==> src/rtl/mc_ctrl_if.sv <==
// Bundle of IR fields, memory handshake and datapath controls between the
// multi-cycle controller (master) and the datapath/memory side (slave).
interface mc_ctrl_if #(
    parameter int ALUOP_W  = 5,
    parameter int RETIRE_W = 32
);
    logic [5:0]          Op;
    logic [5:0]          Funct;
    logic                Zero;
    logic                mem_ready;
    logic                PCWrite;
    logic                IRWrite;
    logic                MemRead;
    logic                MemWrite;
    logic                IorD;
    logic                RegWrite;
    logic                EXTOp;
    logic                ALUSrc;
    logic [ALUOP_W-1:0]  ALUOp;
    logic [3:0]          NPCOp;
    logic [1:0]          GPRSel;
    logic [1:0]          WDSel;
    logic [3:0]          LOADSel;
    logic [2:0]          state;
    logic [1:0]          fault;
    logic                retire;
    logic [RETIRE_W-1:0] retire_cnt;

    modport master (
        input  Op, Funct, Zero, mem_ready,
        output PCWrite, IRWrite, MemRead, MemWrite, IorD, RegWrite, EXTOp, ALUSrc,
               ALUOp, NPCOp, GPRSel, WDSel, LOADSel, state, fault, retire, retire_cnt
    );

    modport slave (
        output Op, Funct, Zero, mem_ready,
        input  PCWrite, IRWrite, MemRead, MemWrite, IorD, RegWrite, EXTOp, ALUSrc,
               ALUOp, NPCOp, GPRSel, WDSel, LOADSel, state, fault, retire, retire_cnt
    );
endinterface

==> src/rtl/mc_ctrl.sv <==
// Multi-cycle MIPS controller: FETCH/DECODE/EXEC/MEM/WB sequencing over a shared
// memory port, with memory watchdog, illegal-instruction trap and retire counter.
module mc_ctrl #(
    parameter int MEM_TIMEOUT = 16,
    parameter int RETIRE_W    = 32,
    parameter int ALUOP_W     = 5
) (
    input  logic      clk,
    input  logic      rstn,
    mc_ctrl_if.master bus
);
    typedef enum logic [2:0] {
        S_FETCH = 3'd0, S_DECODE = 3'd1, S_EXEC = 3'd2,
        S_MEM   = 3'd3, S_WB     = 3'd4, S_TRAP = 3'd5
    } state_t;

    localparam int WC = $clog2(MEM_TIMEOUT + 2);
    localparam logic [WC-1:0] WAIT_LIMIT = WC'(MEM_TIMEOUT);

    state_t            state_reg, state_next;
    logic [1:0]        fault_reg, fault_next;
    logic [RETIRE_W-1:0] retire_cnt_reg;
    logic [WC-1:0]     wait_cnt_reg, wait_cnt_next;

    logic legal, is_load, is_sw, is_beq, is_bne, is_j, is_jal, is_jr, is_jalr;
    logic ext_op, alu_src;
    logic [4:0] alu_code;
    logic [1:0] gpr_sel, wd_sel;
    logic [3:0] load_sel;

    always_comb begin
        legal = 1'b1; is_load = 1'b0; is_sw = 1'b0; is_beq = 1'b0; is_bne = 1'b0;
        is_j = 1'b0; is_jal = 1'b0; is_jr = 1'b0; is_jalr = 1'b0;
        ext_op = 1'b0; alu_src = 1'b0; alu_code = 5'd1;
        gpr_sel = 2'd1; wd_sel = 2'd0; load_sel = 4'd0;
        case (bus.Op)
            6'h00: begin
                gpr_sel = 2'd0;
                case (bus.Funct)
                    6'h20, 6'h21: alu_code = 5'd1;
                    6'h22, 6'h23: alu_code = 5'd2;
                    6'h24: alu_code = 5'd3;
                    6'h25: alu_code = 5'd4;
                    6'h2A: alu_code = 5'd5;
                    6'h2B: alu_code = 5'd6;
                    6'h00: alu_code = 5'd7;
                    6'h27: alu_code = 5'd8;
                    6'h02: alu_code = 5'd10;
                    6'h04: alu_code = 5'd11;
                    6'h26: alu_code = 5'd12;
                    6'h03: alu_code = 5'd13;
                    6'h07: alu_code = 5'd14;
                    6'h08: is_jr = 1'b1;
                    6'h09: begin is_jalr = 1'b1; wd_sel = 2'd2; end
                    default: legal = 1'b0;
                endcase
            end
            6'h02: is_j = 1'b1;
            6'h03: begin is_jal = 1'b1; gpr_sel = 2'd2; wd_sel = 2'd2; end
            6'h04: begin is_beq = 1'b1; ext_op = 1'b1; alu_code = 5'd2; end
            6'h05: begin is_bne = 1'b1; ext_op = 1'b1; alu_code = 5'd2; end
            6'h08: begin ext_op = 1'b1; alu_src = 1'b1; end
            6'h0A: begin ext_op = 1'b1; alu_src = 1'b1; alu_code = 5'd5; end
            6'h0C: begin alu_src = 1'b1; alu_code = 5'd3; end
            6'h0D: begin alu_src = 1'b1; alu_code = 5'd4; end
            6'h0F: begin alu_src = 1'b1; alu_code = 5'd9; end
            6'h23, 6'h20, 6'h24, 6'h21: begin
                is_load = 1'b1; ext_op = 1'b1; alu_src = 1'b1; wd_sel = 2'd1;
                load_sel = (bus.Op == 6'h20) ? 4'd1 : (bus.Op == 6'h24) ? 4'd2 :
                           (bus.Op == 6'h21) ? 4'd3 : 4'd0;
            end
            6'h2B: begin is_sw = 1'b1; ext_op = 1'b1; alu_src = 1'b1; end
            default: legal = 1'b0;
        endcase
    end

    logic timeout;
    logic pc_wr, ir_wr, mem_rd, mem_wr, iord, reg_wr, retire_p;
    logic [3:0] npc_op;

    // The limit compares against the registered count, so a ready arriving in
    // the limit cycle is taken before the timeout branch.
    assign timeout = (MEM_TIMEOUT != 0) && (wait_cnt_reg == WAIT_LIMIT);

    always_comb begin
        state_next = state_reg; fault_next = fault_reg;
        pc_wr = 1'b0; ir_wr = 1'b0; mem_rd = 1'b0; mem_wr = 1'b0; iord = 1'b0;
        reg_wr = 1'b0; retire_p = 1'b0; npc_op = 4'd0;
        case (state_reg)
            S_FETCH: begin
                mem_rd = 1'b1;
                if (bus.mem_ready) begin
                    ir_wr = 1'b1; pc_wr = 1'b1; state_next = S_DECODE;
                end else if (timeout) begin
                    state_next = S_TRAP; fault_next[1] = 1'b1;
                end
            end
            S_DECODE: begin
                if (!legal) begin
                    state_next = S_TRAP; fault_next[0] = 1'b1;
                end else if (is_j || is_jal) begin
                    pc_wr = 1'b1; npc_op = 4'd2; reg_wr = is_jal;
                    retire_p = 1'b1; state_next = S_FETCH;
                end else begin
                    state_next = S_EXEC;
                end
            end
            S_EXEC: begin
                if (is_beq || is_bne) begin
                    pc_wr = (is_beq & bus.Zero) | (is_bne & ~bus.Zero);
                    npc_op = 4'd1; retire_p = 1'b1; state_next = S_FETCH;
                end else if (is_jr) begin
                    pc_wr = 1'b1; npc_op = 4'd3; retire_p = 1'b1; state_next = S_FETCH;
                end else if (is_jalr) begin
                    pc_wr = 1'b1; npc_op = 4'd4; reg_wr = 1'b1;
                    retire_p = 1'b1; state_next = S_FETCH;
                end else if (is_load || is_sw) begin
                    state_next = S_MEM;
                end else begin
                    state_next = S_WB;
                end
            end
            S_MEM: begin
                iord = 1'b1; mem_rd = is_load; mem_wr = ~is_load;
                if (bus.mem_ready) begin
                    state_next = is_load ? S_WB : S_FETCH;
                    retire_p = ~is_load;
                end else if (timeout) begin
                    state_next = S_TRAP; fault_next[1] = 1'b1;
                end
            end
            S_WB: begin
                reg_wr = 1'b1; retire_p = 1'b1; state_next = S_FETCH;
            end
            default: state_next = S_TRAP;
        endcase
    end

    always_comb begin
        wait_cnt_next = wait_cnt_reg;
        if (state_next != state_reg)
            wait_cnt_next = '0;
        else if ((state_reg == S_FETCH || state_reg == S_MEM) && !bus.mem_ready
                 && MEM_TIMEOUT != 0 && wait_cnt_reg != WAIT_LIMIT)
            wait_cnt_next = wait_cnt_reg + 1'b1;
    end

    always_ff @(posedge clk or negedge rstn) begin
        if (!rstn) begin
            state_reg      <= S_FETCH;
            fault_reg      <= 2'b00;
            retire_cnt_reg <= '0;
            wait_cnt_reg   <= '0;
        end else begin
            state_reg      <= state_next;
            fault_reg      <= fault_next;
            wait_cnt_reg   <= wait_cnt_next;
            if (retire_p)
                retire_cnt_reg <= retire_cnt_reg + 1'b1;
        end
    end

    // Enables are gated by rstn so they drop the instant reset asserts.
    assign bus.PCWrite    = pc_wr    & rstn;
    assign bus.IRWrite    = ir_wr    & rstn;
    assign bus.MemRead    = mem_rd   & rstn;
    assign bus.MemWrite   = mem_wr   & rstn;
    assign bus.RegWrite   = reg_wr   & rstn;
    assign bus.retire     = retire_p & rstn;
    assign bus.IorD       = iord;
    assign bus.NPCOp      = npc_op;
    assign bus.EXTOp      = ext_op;
    assign bus.ALUSrc     = alu_src;
    assign bus.ALUOp      = ALUOP_W'(alu_code);
    assign bus.GPRSel     = gpr_sel;
    assign bus.WDSel      = wd_sel;
    assign bus.LOADSel    = load_sel;
    assign bus.state      = state_reg;
    assign bus.fault      = fault_reg;
    assign bus.retire_cnt = retire_cnt_reg;
endmodule

==> src/flat_wrapper.sv <==
// flat-port wrapper written by rule: the top's interface ports become plain ports
module mc_ctrl_flat 
#(
    parameter int MEM_TIMEOUT = 16,
    parameter int RETIRE_W    = 32,
    parameter int ALUOP_W     = 5
)
  (clk, rstn, bus_Op, bus_Funct, bus_Zero, bus_mem_ready, bus_PCWrite, bus_IRWrite, bus_MemRead, bus_MemWrite, bus_IorD, bus_RegWrite, bus_EXTOp, bus_ALUSrc, bus_ALUOp, bus_NPCOp, bus_GPRSel, bus_WDSel, bus_LOADSel, bus_state, bus_fault, bus_retire, bus_retire_cnt);
  mc_ctrl_if #(.ALUOP_W(ALUOP_W), .RETIRE_W(RETIRE_W)) bus_i ();
  input  logic clk;
  input  logic rstn;
  input wire logic [$bits(bus_i.Op)-1:0] bus_Op;
  input wire logic [$bits(bus_i.Funct)-1:0] bus_Funct;
  input wire logic [$bits(bus_i.Zero)-1:0] bus_Zero;
  input wire logic [$bits(bus_i.mem_ready)-1:0] bus_mem_ready;
  output wire logic [$bits(bus_i.PCWrite)-1:0] bus_PCWrite;
  output wire logic [$bits(bus_i.IRWrite)-1:0] bus_IRWrite;
  output wire logic [$bits(bus_i.MemRead)-1:0] bus_MemRead;
  output wire logic [$bits(bus_i.MemWrite)-1:0] bus_MemWrite;
  output wire logic [$bits(bus_i.IorD)-1:0] bus_IorD;
  output wire logic [$bits(bus_i.RegWrite)-1:0] bus_RegWrite;
  output wire logic [$bits(bus_i.EXTOp)-1:0] bus_EXTOp;
  output wire logic [$bits(bus_i.ALUSrc)-1:0] bus_ALUSrc;
  output wire logic [$bits(bus_i.ALUOp)-1:0] bus_ALUOp;
  output wire logic [$bits(bus_i.NPCOp)-1:0] bus_NPCOp;
  output wire logic [$bits(bus_i.GPRSel)-1:0] bus_GPRSel;
  output wire logic [$bits(bus_i.WDSel)-1:0] bus_WDSel;
  output wire logic [$bits(bus_i.LOADSel)-1:0] bus_LOADSel;
  output wire logic [$bits(bus_i.state)-1:0] bus_state;
  output wire logic [$bits(bus_i.fault)-1:0] bus_fault;
  output wire logic [$bits(bus_i.retire)-1:0] bus_retire;
  output wire logic [$bits(bus_i.retire_cnt)-1:0] bus_retire_cnt;
  assign bus_i.Op = bus_Op;
  assign bus_i.Funct = bus_Funct;
  assign bus_i.Zero = bus_Zero;
  assign bus_i.mem_ready = bus_mem_ready;
  assign bus_PCWrite = bus_i.PCWrite;
  assign bus_IRWrite = bus_i.IRWrite;
  assign bus_MemRead = bus_i.MemRead;
  assign bus_MemWrite = bus_i.MemWrite;
  assign bus_IorD = bus_i.IorD;
  assign bus_RegWrite = bus_i.RegWrite;
  assign bus_EXTOp = bus_i.EXTOp;
  assign bus_ALUSrc = bus_i.ALUSrc;
  assign bus_ALUOp = bus_i.ALUOp;
  assign bus_NPCOp = bus_i.NPCOp;
  assign bus_GPRSel = bus_i.GPRSel;
  assign bus_WDSel = bus_i.WDSel;
  assign bus_LOADSel = bus_i.LOADSel;
  assign bus_state = bus_i.state;
  assign bus_fault = bus_i.fault;
  assign bus_retire = bus_i.retire;
  assign bus_retire_cnt = bus_i.retire_cnt;
  mc_ctrl #(.MEM_TIMEOUT(MEM_TIMEOUT), .RETIRE_W(RETIRE_W), .ALUOP_W(ALUOP_W)) u_core (.clk(clk), .rstn(rstn), .bus(bus_i));
endmodule
==> config.mk <==
export PLATFORM = sky130hd
export DESIGN_NAME = mc_ctrl_flat
export DESIGN_NICKNAME = d
export VERILOG_FILES = /design/src/rtl/mc_ctrl_if.sv /design/src/rtl/mc_ctrl.sv /design/src/flat_wrapper.sv
export SDC_FILE = /design/constraint.sdc
export NUM_CORES = 1
export LEC_CHECK = 0
export BUFFER_PORTS_ARGS = -buffer_cell sky130_fd_sc_hd__clkbuf_2
export CORE_MARGIN = 1
export CORE_UTILIZATION = 26
export DETAILED_ROUTE_END_ITERATION = 10
export GPL_TIMING_DRIVEN = 0
export HOLD_SLACK_MARGIN = 0.08
export PLACE_DENSITY = 0.46
export SETUP_SLACK_MARGIN = 0.2
export SYNTH_ARGS = -nofsm -noshare
export SYNTH_HDL_FRONTEND = slang
export SYNTH_SLANG_ARGS = --single-unit
==> constraint.sdc <==
create_clock -name clk -period 2.6 [get_ports clk]
set_input_delay 0.26 -clock clk [delete_from_list [all_inputs] [get_ports clk]]
set_output_delay 0.26 -clock clk [all_outputs]
set_load 0.05 [all_outputs]
# --- Word-level counts from Yosys, hierarchy flattened ---
# Index checks and enable logic that the tools add are counted.
op_classes:
  bitwise: 13
  reduce_logical: 21
  n_mul: 0
  n_addsub: 2
  n_lt_le_gt_ge: 0
  shift: 0
  mux: 61
  eq_ne: 37
  div_mod_pow: 0
op_table:
  columns: ["op", "count"]
  rows:
  - ["6-bit equality test (second input constant)", 15]
  - ["4-bit one-hot mux with 12 select lines", 1]
  - ["6-bit by 4-bit equality test with 1-bit output (second input constant)", 7]
  - ["32-bit by 1-bit adder with 32-bit output (second input constant)", 1]
  - ["3-bit 2-to-1 mux", 10]
  - ["5-bit one-hot mux with 6 select lines", 1]
  - ["1-bit 2-to-1 mux", 28]
  - ["6-bit by 2-bit equality test with 1-bit output (second input constant)", 4]
  - ["6-bit by 3-bit equality test with 1-bit output (second input constant)", 4]
  - ["4-bit 2-to-1 mux", 6]
  - ["17-bit OR reduction", 1]
  - ["3-bit one-hot mux with 5 select lines", 1]
  - ["14-bit OR reduction", 1]
  - ["6-bit zero test", 2]
  - ["5-bit 2-to-1 mux", 2]
  - ["10-bit OR reduction", 1]
  - ["9-bit OR reduction", 1]
  - ["1-bit AND", 8]
  - ["2-bit 2-to-1 mux", 4]
  - ["4-bit one-hot mux with 2 select lines", 1]
  - ["3-bit by 2-bit equality test with 1-bit output (second input constant)", 2]
  - ["1-bit one-hot mux with 3 select lines", 2]
  - ["2-bit one-hot mux with 3 select lines", 1]
  - ["2-bit OR reduction", 3]
  - ["other kinds (19)", 27]
totals:
  latch_bits: 0
  in_bits: 16
  reg_bits: 42
  romBits: 0
  output_inout_bits: 63
  word_cells: 139
  ramBits: 0
  memories: 0

# --- Logic depth before layout (Yosys ltp) ---
depth:
  depth_word: 11
  ltp_mapped: 8
  depth_no_buf: 8

# --- Least setup slack after synthesis ---
# OpenSTA, ideal clock, no wires.
synth_timing:
  kind: "input to output"
  startpoint: "input port bus_Op[2]"
  endpoint: "output port bus_ALUSrc"
  path_slack_ns: -0.884
  t_required_ns: 2.340
  path_buffers: 1
  t_arrival_ns: 3.224
  stages: 5
  path_cell_list: "clkbuf_1 inv_1 nand2_1 a21oi_1 a2111oi_0"
synth_between:
  elab_chain_cells: 3
  elab_cells_between_ends: 12
  classes_between: "eq/ne (10); mux (1); reduce/logical (1)"
synth_rtl:
  columns: ["element", "line_no", "source"]
  rows:
  - ["from (decl)", "flat_wrapper.sv:12", "input wire logic [$bits(bus_i.Op)-1:0] bus_Op;"]
  - ["6-bit by 4-bit equality test with 1-bit output or 6-bit equality test (tied branches)", "mc_ctrl.sv:36", "case (bus.Op)"]
  - ["10-bit OR reduction (no source line) *", null, null]
  - ["1-bit 2-to-1 mux *", "mc_ctrl.sv:36", null]
  - ["to (decl)", "flat_wrapper.sv:23", "output wire logic [$bits(bus_i.ALUSrc)-1:0] bus_ALUSrc;"]
# Mark *: on every way between the ends. The rest lies on a longest branch, timed or not.

# --- Worst setup path in the final report ---
layout_timing:
  startpoint: "register u_core.state_reg[0], in the netlist u_core.bus.state[0]"
  endpoint: "output port bus_RegWrite"
layout_between:
  elab_chain_cells: 3
  elab_cells_between_ends: 5
  classes_between: "eq/ne (3); mux (1); bitwise (1)"
layout_rtl:
  columns: ["element", "line_no", "source"]
  rows:
  - ["from (decl)", "mc_ctrl.sv:20", "state_t state_reg, state_next;"]
  - ["from (signal assigned)", "mc_ctrl.sv:155", "state_reg <= state_next;"]
  - ["3-bit equality test, or another cell as far along", "mc_ctrl.sv:89", "case (state_reg)"]
  - ["1-bit one-hot mux with 3 select lines *", "mc_ctrl.sv:89", null]
  - ["1-bit AND *", "mc_ctrl.sv:168", "assign bus.RegWrite = reg_wr & rstn;"]
  - ["to (decl)", "flat_wrapper.sv:21", "output wire logic [$bits(bus_i.RegWrite)-1:0] bus_RegWrite;"]
# Marked as above.

==> out/metrics.cfg <==
[clocking]
clk_pin_slew_ns=0.06
cts_root_buf=clkbuf_16
clk_path_buf_depth=2
cts_tree=done
cts_htree_levels=2
clock_latency_ns=0.28
numCtsBuffers=5
clock-sinks=42

[placement]
place_congestion=0.787
dp_cells=555
port_buffers=71
dp_hpwl_um=6150

[run_status]
status=complete, no violations

[timing]
fin_worst_skew_ns=0.00386
maxSlewViolCount=0
period_minus_slack_ns=2.30
finalHoldViolCount=0
fin_crit_sh_pct=88.3
fin_tns_setup_ns=0
setup_violations=0
tightest_slew_ns=0.641
max_freq_ghz=0.435
max_slew_margin_pct=56.9
rsz0062_at_grt=false

[final_layout]
final_nets=446
stdcell_count=568
largest_reg_flops=32
mostFrequentLayoutCells=71 x clkbuf_2, 43 x nand2_1, 40 x dfrtp_1
area_growth_pct=28.0
drive_gt1_share_pct=31.1
final_common_cell=clkbuf_2
diodes=0

[worst_setup_path]
worst_setup_path_start_kind=register
path_delay_family=buffers and inverters
crit_start=u_core.bus.state[0]
reg2reg_depth=7
cp.required_ns=2.34
cpPeakStageDelay_ns=0.40
cpMostUsedCell=clkbuf_2
arrival_ns=2.04
path_buf_inv=2
crit_cells=6
path_class=register to primary output
r2r_end=u_core.bus.retire_cnt[12]
crit_slowest_cell=dfrtp_1
cp-end-kind=primary output
crit_chain=clkbuf_2 > nor3b_2 > o21ai_1 > nor2_4 > o311a_2 > clkbuf_2
r2r_slack_ns=0.41
crit_fanout=10
crit_end=bus_RegWrite
reg2reg_from=u_core.bus.state[1]

[die]
die_y_um=109
fp.dieArea_um2=11900
row_count=38
die_x_um=109
start_util_pct=27.1
core-area_um2=11000
ioPinCount=79

[synth]
yosys_warnings=0
ys_async_sr_fraction_pct=100
avgSynthCellArea_um2=8.73
ys_seq_area_share_pct=35.3
netlist_area_um2=2980
synth_ff_type=dfrtp_1
syn_inst=341
ys_ff_latch=42
synth.distinct_cells=65
synth_edf_count=0

[routing]
drcViolationCount=0
ant_nets=0
drt-pass1-iter-count=4
first_iter_violations=130
vias=2774
vias_per_cell=4.88
totalWireLength_um=8070
avgRoutedWirePerCell_um=14.2

[pwr]
power.density_nw_per_um2=388
p_leak_nw=1.75
ir_drop_uv=204

[grt]
first_global_vias=2523
grt_use_total_pct=13.5
grt_pass1_wl_um=12600
grt_overflow_total=0
antenna_found_initial=0
grt_max_degree=43

[min_path]
hold_class=register to register

[flow_run]
maxCapViolations=0

cell usage after synthesis (3+ instances only):
cell / instances / area (um2)
nand2_1: 43 / 161
dfrtp_1: 42 / 1050
nor2_1: 26 / 97.6
xnor2_1: 19 / 166
nand3_1: 17 / 85.1
xor2_1: 17 / 149
a21oi_1: 14 / 70.1
o21ai_0: 13 / 65.1
clkbuf_1: 10 / 37.5
inv_1: 10 / 37.5
nand2b_1: 10 / 62.6
nand4_1: 10 / 62.6
nor3_1: 9 / 45.0
nor2b_1: 8 / 50.1
nor4_1: 6 / 37.5
buf_2: 5 / 25.0
and3_1: 4 / 25.0
buf_4: 4 / 30.0
nor3_2: 4 / 40.0
a211oi_1: 3 / 22.5
a31oi_1: 3 / 18.8
and2_2: 3 / 22.5
ha_1: 3 / 37.5
o221ai_1: 3 / 26.3
worst min-delay path by stage:
stage                                    from                        end  cells past startpoint
global route              u_core.bus.fault[0]        u_core.bus.fault[0]                      1
detailed placement        u_core.bus.fault[1]        u_core.bus.fault[1]                      1
global placement          u_core.bus.fault[0]        u_core.bus.fault[0]                      1
finish              u_core.bus.retire_cnt[31]  u_core.bus.retire_cnt[31]                      1
CTS                 u_core.bus.retire_cnt[31]  u_core.bus.retire_cnt[31]                      1
floorplan                                rstn        u_core.bus.fault[0]                      0
cells by family after synthesis:
logic type / share of synthesized area, %
AO/OA/AOI/OAI: 15.0
XOR/XNOR: 10.6
adder cells (fa/ha/maj): 1.26
buffers and inverters: 4.62
flip-flops: 35.3
multiplexers: 1.05
other: 0.126
AND/OR/NAND/NOR: 32.0
worst register-to-register path, cell delays in order (launching register included):
cell      delay, ns
dfrtp_1        0.44
clkbuf_2       0.26
nor2_1         0.10
and2_2         0.24
o31ai_2        0.45
buf_2          0.35
nor2_1         0.09
xor2_1         0.15
stage by stage:
step	util (%)	total power (W)	setup slack (ns)	hold slack (ns)	instance area, um2
2_1_floorplan	-	0.000788	0.118	-0.0356	3020
3_3_place_gp	32.3	0.000845	0.0679	0.451	3550
3_5_place_dp	32.3	0.000845	0.0450	0.469	3550
4_1_cts	34.3	0.00149	0.190	0.477	3760
5_1_grt	34.7	0.00154	0.207	0.486	3810
6_report	34.7	0.00148	0.304	0.472	3810
repair_timing:
item | 4_1_cts | 5_1_grt
endpoints found under the hold margin | 42 | 0
hold buffers | 2 | 0
gates resized for setup | 6 | 8
buffers inserted | 1 | 2
pin swaps | 1 | 1
endpoints found under the setup margin | 12 | 25
power by group:
group,switching [W],total (W),internal (W)
clock network,0.000256,0.000636,0.000380
registers,0.00000258,0.000659,0.000656
logic,0.000125,0.000182,0.0000569
final cells by class:
type | count | area, um2
inverter | 10 | 37.5
clock buffer | 6 | 139
timing repair buffer | 76 | 420
tap | 140 | 175
multi-input combinational | 271 | 1870
buffer | 21 | 103
clock inverter | 2 | 12.5
sequential | 42 | 1050
fill | 1144 | 7170
per-layer routing:
layer  routed length (um)  share of wire [%]  global-route usage, %  vias to the layer above
met5                    0                  0                      0                        -
met4                   37               0.46                   2.03                        0
met3                  366                4.5                   2.45                        5
met2                 3820                 47                   23.1                       70
met1                 3840                 48                   18.0                     1314
li1                     -                  -                      -                     1385
Note: power is estimated with default switching activity, not from simulation.
